===== src/rtl/seg_char_display.sv =====
// Display back-end: eight-entry scrolling character buffer, 7-segment font lookup,
// and active-low digit drive with anti-ghosting blanking and illegal-strobe flag.
module seg_char_display #(
    parameter int unsigned BLANK_CYCLES = 1
) (
    input  logic       clk_10Mhz,
    input  logic       reset,
    input  logic [7:0] an_sel,
    input  logic       char_valid,
    input  logic [5:0] char_code,
    output logic       char_ready,
    input  logic       clr,
    output logic [7:0] an,
    output logic [6:0] seg,
    output logic       dp,
    output logic       err
);

    localparam int unsigned DEPTH  = 8;
    localparam int unsigned CODE_W = 6;
    localparam int unsigned CNT_W  = 4;
    localparam logic [CODE_W-1:0] CODE_SPACE = CODE_W'(36);
    // The change cycle itself supplies the first dark sample, so the counter holds the remainder.
    localparam logic [CNT_W-1:0] BLANK_RELOAD =
        (BLANK_CYCLES == 0) ? '0 : CNT_W'(BLANK_CYCLES - 1);
    localparam bit BLANK_ON_CHANGE = (BLANK_CYCLES != 0);

    logic [CODE_W-1:0] entries [DEPTH];
    logic [7:0]        an_prev;
    logic [CNT_W-1:0]  blank_cnt;
    logic [CNT_W-1:0]  blank_cnt_d;
    logic              changed;
    logic              onehot;
    logic              dark;
    logic [CODE_W-1:0] sel_code;

    function automatic logic [6:0] font(input logic [CODE_W-1:0] code);
        logic [6:0] f;
        case (code)
            6'd0:  f = 7'h77;  6'd1:  f = 7'h7C;  6'd2:  f = 7'h39;  6'd3:  f = 7'h5E;
            6'd4:  f = 7'h79;  6'd5:  f = 7'h71;  6'd6:  f = 7'h3D;  6'd7:  f = 7'h76;
            6'd8:  f = 7'h30;  6'd9:  f = 7'h1E;  6'd10: f = 7'h75;  6'd11: f = 7'h38;
            6'd12: f = 7'h37;  6'd13: f = 7'h54;  6'd14: f = 7'h3F;  6'd15: f = 7'h73;
            6'd16: f = 7'h67;  6'd17: f = 7'h50;  6'd18: f = 7'h6D;  6'd19: f = 7'h78;
            6'd20: f = 7'h3E;  6'd21: f = 7'h1C;  6'd22: f = 7'h2A;  6'd23: f = 7'h36;
            6'd24: f = 7'h6E;  6'd25: f = 7'h5B;
            6'd26: f = 7'h3F;  6'd27: f = 7'h06;  6'd28: f = 7'h5B;  6'd29: f = 7'h4F;
            6'd30: f = 7'h66;  6'd31: f = 7'h6D;  6'd32: f = 7'h7D;  6'd33: f = 7'h07;
            6'd34: f = 7'h7F;  6'd35: f = 7'h6F;
            6'd63: f = 7'h40;
            default: f = 7'h00;
        endcase
        return f;
    endfunction

    assign char_ready = !clr;
    assign dp         = 1'b1;

    // Strobe decode, blanking decision and selected buffer entry.
    always_comb begin
        changed     = (an_sel != an_prev);
        onehot      = $onehot(an_sel);
        sel_code    = CODE_SPACE;
        blank_cnt_d = '0;
        dark        = 1'b0;
        if (changed) begin
            blank_cnt_d = BLANK_RELOAD;
            dark        = BLANK_ON_CHANGE;
        end else if (blank_cnt != '0) begin
            blank_cnt_d = blank_cnt - CNT_W'(1);
            dark        = 1'b1;
        end
        if (!onehot) begin
            dark = 1'b1;
        end
        for (int i = 0; i < DEPTH; i++) begin
            if (an_sel[i]) begin
                sel_code = entries[i];
            end
        end
    end

    always_ff @(posedge clk_10Mhz) begin
        if (reset) begin
            for (int i = 0; i < DEPTH; i++) begin
                entries[i] <= CODE_SPACE;
            end
            an_prev   <= '0;
            blank_cnt <= '0;
            an        <= 8'hFF;
            seg       <= 7'h7F;
            err       <= 1'b0;
        end else begin
            if (clr) begin
                for (int i = 0; i < DEPTH; i++) begin
                    entries[i] <= CODE_SPACE;
                end
            end else if (char_valid) begin
                for (int i = DEPTH - 1; i > 0; i--) begin
                    entries[i] <= entries[i-1];
                end
                entries[0] <= char_code;
            end
            an_prev   <= an_sel;
            blank_cnt <= blank_cnt_d;
            if (dark) begin
                an  <= 8'hFF;
                seg <= 7'h7F;
            end else begin
                an  <= ~an_sel;
                seg <= ~font(sel_code);
            end
            err <= err | !onehot;
        end
    end

endmodule


===== config.mk =====
export PLATFORM = sky130hd
export DESIGN_NAME = seg_char_display
export DESIGN_NICKNAME = d
export VERILOG_FILES = /design/src/rtl/seg_char_display.sv
export SDC_FILE = /design/constraint.sdc
export NUM_CORES = 1
export LEC_CHECK = 0
export BUFFER_PORTS_ARGS = -buffer_cell sky130_fd_sc_hd__buf_2
export CORE_ASPECT_RATIO = 1.4
export CORE_MARGIN = 2
export CORE_UTILIZATION = 56
export CTS_BUF_LIST = sky130_fd_sc_hd__clkbuf_4
export CTS_CLUSTER_DIAMETER = 80
export DETAILED_ROUTE_END_ITERATION = 10
export MAX_ROUTING_LAYER = met4
export PLACE_DENSITY_LB_ADDON = 0.05
export SLEW_MARGIN = 25
export SYNTH_ARGS = -nofsm -noshare
export SYNTH_HDL_FRONTEND = slang
export SYNTH_SLANG_ARGS = --single-unit

===== constraint.sdc =====
create_clock -name clk_10Mhz -period 3.9 [get_ports clk_10Mhz]
set_input_delay 0.585 -clock clk_10Mhz [delete_from_list [all_inputs] [get_ports clk_10Mhz]]
set_output_delay 0.585 -clock clk_10Mhz [all_outputs]
set_load 0.02 [all_outputs]

; ---- Yosys cells after proc, flatten, opt, wreduce, memory -nomap -nowiden
; Memories as Yosys holds them, arrays and structs flattened.
; Cells that the tools add are included.
[classes]
addsub = 8
eq_ne = 2
n_mux = 38
bitwise = 20
n_reduce_logical = 5
[op_table]
columns = cell, n
row1 = 6-bit 2-to-1 mux, 24
row2 = 1-bit bitwise OR, 17
row3 = 7-bit 2-to-1 mux, 2
row4 = 1-bit 2-to-1 mux, 12
row5 = 1-bit by 1-bit adder with 2-bit output, 4
row6 = 8-bit != test, 1
row7 = 8-bit inverter, 1
row8 = 7-bit inverter, 1
row9 = 2-bit by 2-bit adder with 3-bit output, 2
row10 = 3-bit by 3-bit adder with 4-bit output, 1
row11 = 4-bit by 1-bit equality test with 1-bit output (second input constant), 1
row12 = 4-bit nonzero test, 1
row13 = 4-bit by 1-bit subtractor with 4-bit output (second input constant), 1
row14 = 3-bit OR reduction, 1
row15 = 1-bit logical NOT, 2
row16 = 2-bit OR reduction, 1
row17 = 1-bit inverter, 1
[word_totals]
reg_bits = 28
ramBits = 48
romBits = 448
inputBits = 18
out_inout_bits = 18
elab_cells = 80
mem_count = 2
[mem_list]
columns = name, words, word_bits, rd, rd_ports_with_merged_regs, wr, line_no
row1 = (no name shown), 64, 7, 1, 0, 0, 39  ; case (code)
row2 = entries, 8, 6, 8, 0, 8, 28  ; logic [CODE_W-1:0] entries [DEPTH];

; ---- Logic depth before layout (Yosys ltp)
; An unclocked memory read counts as a cell.
[logic_depth]
word_depth = 13
ltp_mapped = 17
depth_no_buf = 15

; ---- Worst setup path before layout
; OpenSTA, ideal clock, no wires.
[synth_path]
kind = input to register
start = input port an_sel[3]
end = register seg[6]
setup_time_ns = 0.128
t_arrival_ns = 3.794
t_required_ns = 3.772
slack_ns = -0.022
cell_stages = 17
path_buffers = 2
cell_sequence = buf_2 -> inv_1 -> fa_1 -> fa_1 -> fa_1 -> inv_1 -> ha_1 -> inv_1 -> fa_1 -> nor2_1 -> nand3_1 -> a21oi_1 -> and3_1 -> buf_2 -> nand2_1 -> nor3_1 -> o22ai_2
[synth_between]
elab_chain_len = 9
elab_cells_between_ends = 17
cone_classes = 3 x add/sub / 2 x eq/ne / 9 x mux / 1 x bitwise / 1 x reduce/logical / 1 x memory
[synth_rtl]
columns = item, line_no
row1 = "start, declared", 8  ; input logic [7:0] an_sel,
row2 = 6-bit 2-to-1 mux (5 in a row), 77  ; if (an_sel[i]) begin
row3 = memory read 64 x 7 bit, --
row4 = 7-bit 2-to-1 mux, 106  ; if (dark) begin
row5 = 7-bit 2-to-1 mux, 84  ; if (reset) begin
row6 = 7-bit inverter, 111  ; seg <= ~font(sel_code);
row7 = "end signal, assigned", 111
row8 = "end, declared", 14  ; output logic [6:0] seg,
; Parallel ways exist; a longest one is shown, timed or not. The select of a mux whose other input is x is not followed.
; A chain may end at the register's enable or synchronous reset.

; ---- Worst setup path in the final report
[layout_path]
start = input port an_sel[0]
end = register seg[6]
[layout_between]
elab_chain_len = 12
elab_cells_between_ends = 20
cone_classes = 3 x add/sub / 2 x eq/ne / 12 x mux / 1 x bitwise / 1 x reduce/logical / 1 x memory
[layout_rtl]
columns = item, line_no
row1 = 6-bit 2-to-1 mux (8 in a row), 77
row2 = memory read 64 x 7 bit, --
row3 = 7-bit 2-to-1 mux, 106
row4 = 7-bit 2-to-1 mux, 84
row5 = 7-bit inverter, 111
; Parallel ways exist; a longest one is shown, timed or not. The select of a mux whose other input is x is not followed.

==> metrics.md <==
| Metric | Value |
|---|---|
| Status | `finished, final reports clean` |
| Clk_lat worst skew | `0.43 ns` |
| NetSw | `437 uW` |
| Antenna violations before repair | `0` |
| Busiest grt layer | `met2` |
| Critical-path maximum fanout | `6` |
| Combinational share of power | `0.163` |
| Slew at the pin closest to its max-slew limit | `0.821 ns` |
| Post-synth EDFFs | `30` |
| Post-synth top cells | `46 x dfxtp_1, 31 x nor2_1, 30 x edfxtp_1, 30 x nand2_1, 23 x and3_1` |
| Detailed Route Iter0 Violations | `130` |
| Die Wd | `75.2 um` |
| Async set-reset flop share out of synthesis | `0` |
| Most common cell in the netlist | `dfxtp_1` |
| RSZ-0062 raised after global routing | `false` |
| CTS buffer count | `9` |
| Largest area contributor in the netlist | `dfxtp_1` |
| Type of the worst min-delay path | `input pin to register` |
| Final wirelength | `8760 um` |
| # DRC | `0` |
| Maximum vdd drop | `240 uV` |
| Final HPWL DP | `6360 um` |
| Die area | `7800 um2` |
| Required @ worst endpoint | `4.22 ns` |
| Synth top area share | `0.232` |
| Fmax | `280 MHz` |
| Pre-CTS setup slack | `-0.113 ns` |
| Met1 GRT Util | `0.298` |
| YS warnings | `0` |
| Clock root buffer | `clkbuf_4` |
| CTS tree | `yes` |
| Vias | `2,989` |
| Yosys reg bits | `76` |
| Switch share | `0.275` |
| CP Class | `input pin to register` |
| DR vias/cell | `5.75` |
| Starting Density | `0.573` |
| Port Buf Inserts | `34` |
| Grt ovf | `0` |
| Synth Net Count | `417` |
| Tcrit/Tclk final | `0.917` |
| First-pass GRT wire length | `14,500 um` |
| Ant diodes | `0` |
| Leakage power | `0.00185 uW` |
| Post-synthesis sequential area ratio | `0.458` |
| Clock share of power | `0.301` |
| Core area | `6940 um2` |
| Mapped Area | `3980 um2` |
| Share of post-route cells with drive strength above 1 | `0.228` |
| Setup tns final | `0 ns` |
| H-Tree Depth | `3` |
| CTS Sinks | `76` |
| DR WL/cell | `16.9 um` |
| Clock skew | `0.0168 ns` |
| Nature of the critical path endpoint | `register` |
| # hold bufs at CTS | `0` |
| Sequential share of power | `0.536` |
| Clock slew seen by the registers of the worst setup and hold paths | `0.12 ns` |
| Tmin final | `3.58 ns` |
| Critical path arrival | `3.90 ns` |
| Critical path startpoint category | `input pin` |
| Met3 usage in global routing | `0.0379` |
| Int Power | `1150 uW` |
| Final hold viol count | `0` |
| Gr usage total | `0.252` |
| Met2 Usage GRT | `0.413` |
| Synth top area cells | `dfxtp_1 23%, edfxtp_1 23%, mux2i_1 5.5%` |
| Primary FF master, synth | `dfxtp_1` |
| Rel. slew slack | `0.450` |
| Power per cell area | `364 nW/um2` |
| Die H | `104 um` |
| Syn Area/Cell | `10.3 um2` |
| Post-CTS setup buffer count | `0` |
| Resized cells post-CTS | `0` |
| Vias in the first global route | `3,007` |
| Gpl congestion | `0.914` |
| 1st-pass router iterations | `4` |
| Mapped Cells | `385` |
| Final Max Tran Viols | `0` |
| CTS max path bufs | `2` |
| Routed Antenna Nets | `0` |
| Distinct cells, synth | `71` |
| Max-cap violations | `0` |
| Site Rows | `36` |
| Final setup fails | `0` |
| I/O Pins | `36` |
| Final #Nets | `452` |
| Min setup slack post-route | `0.323 ns` |
| Area grow syn2layout | `9.56%` |
| Largest net degree at the start of global routing | `29` |
## worst paths after layout
check	from	end	slack (ns)	cells past startpoint
setup reg to reg	entries[1][1]	seg[3]	1.35	8
setup / recovery	an_sel[0]	seg[6]	0.32	16
hold reg to reg	blank_cnt[0]	blank_cnt[0]	0.46	1
hold / removal	char_code[2]	entries[0][2]	0.41	2
## power by group through the flow
stage               clock network, uW  logic, uW  registers, uW
finish                            477        259            851
detailed placement                  0        257            869
global route                      513        288            853
global placement                    0        252            868
floorplan                           0        188            868
CTS                               486        259            851
## flip-flops by register name (all words and copies together), names as in the netlist
register / flops
seg: 7
entries: 48
blank_cnt: 4
an: 8
err: 1
an_prev: 8
## cell usage in the layout (no fill, tap or decap), types with 4 or more instances in the layout
cell / instances
a21oi_1: 7
clkbuf_4: 11
a211o_1: 4
edfxtp_1: 30
nor2_1: 31
mux2i_1: 22
dfxtp_1: 46
a221oi_2: 5
inv_1: 22
a221o_1: 4
ha_1: 10
o21ai_0: 5
fa_1: 4
buf_2: 34
a21o_1: 4
or2_2: 8
o311ai_1: 5
nor3_1: 7
o2bb2ai_1: 4
buf_4: 15
nand2_1: 30
nand3_1: 11
and3_1: 23
xnor2_1: 9
nand2b_1: 7
## kinds of logic (layout without fill, tap and decap cells)
logic type	Yosys count	count (layout)	share of synthesized area
simple gates	139	139	0.181
flops	76	76	0.458
compound gates	74	74	0.169
buf+inv	49	89	0.0629
mux	22	22	0.0554
fa+ha+maj	14	14	0.0516
xor+xnor	10	10	0.0220
other cells	1	1	0.000943
## worst max-delay path, stage by stage
cell	delay, ns
buf_2	0.09
inv_1	0.06
fa_1	0.58
fa_1	0.43
fa_1	0.44
inv_1	0.07
ha_1	0.16
inv_1	0.06
fa_1	0.38
nor2_1	0.10
nand3_1	0.08
a21oi_1	0.19
and3_1	0.31
nand2_1	0.09
nor3_1	0.18
o22ai_2	0.11
## cell type report
class,count,area (um2)
clock inverters,5,53.8
clock buffers,11,82.6
flip-flops and latches,76,1820
multi-input cells,260,1910
well taps,95,119
fillers,632,2580
repair buffers,49,283
inverters,24,92.6
## stage by stage
step | utilization | instance area, um2 | total power, uW | std cells | hold WS [ns]
floorplan | - | 3980 | 1060 | 385 | 0.413
global placement | 0.609 | 4220 | 1120 | 504 | 0.430
detailed placement | 0.609 | 4220 | 1130 | 504 | 0.441
CTS | 0.628 | 4360 | 1600 | 520 | 0.389
global route | 0.628 | 4360 | 1650 | 520 | 0.394
finish | 0.628 | 4360 | 1590 | 520 | 0.410
## layer usage
| metal | vias up | part of all wire |
|---|---|---|
| li1 | 1463 | - |
| met1 | 1422 | 0.42 |
| met2 | 86 | 0.52 |
| met3 | 18 | 0.038 |
| met4 | 0 | 0.027 |
| met5 | - | 0 |
Power figures use the tool's default switching activity.
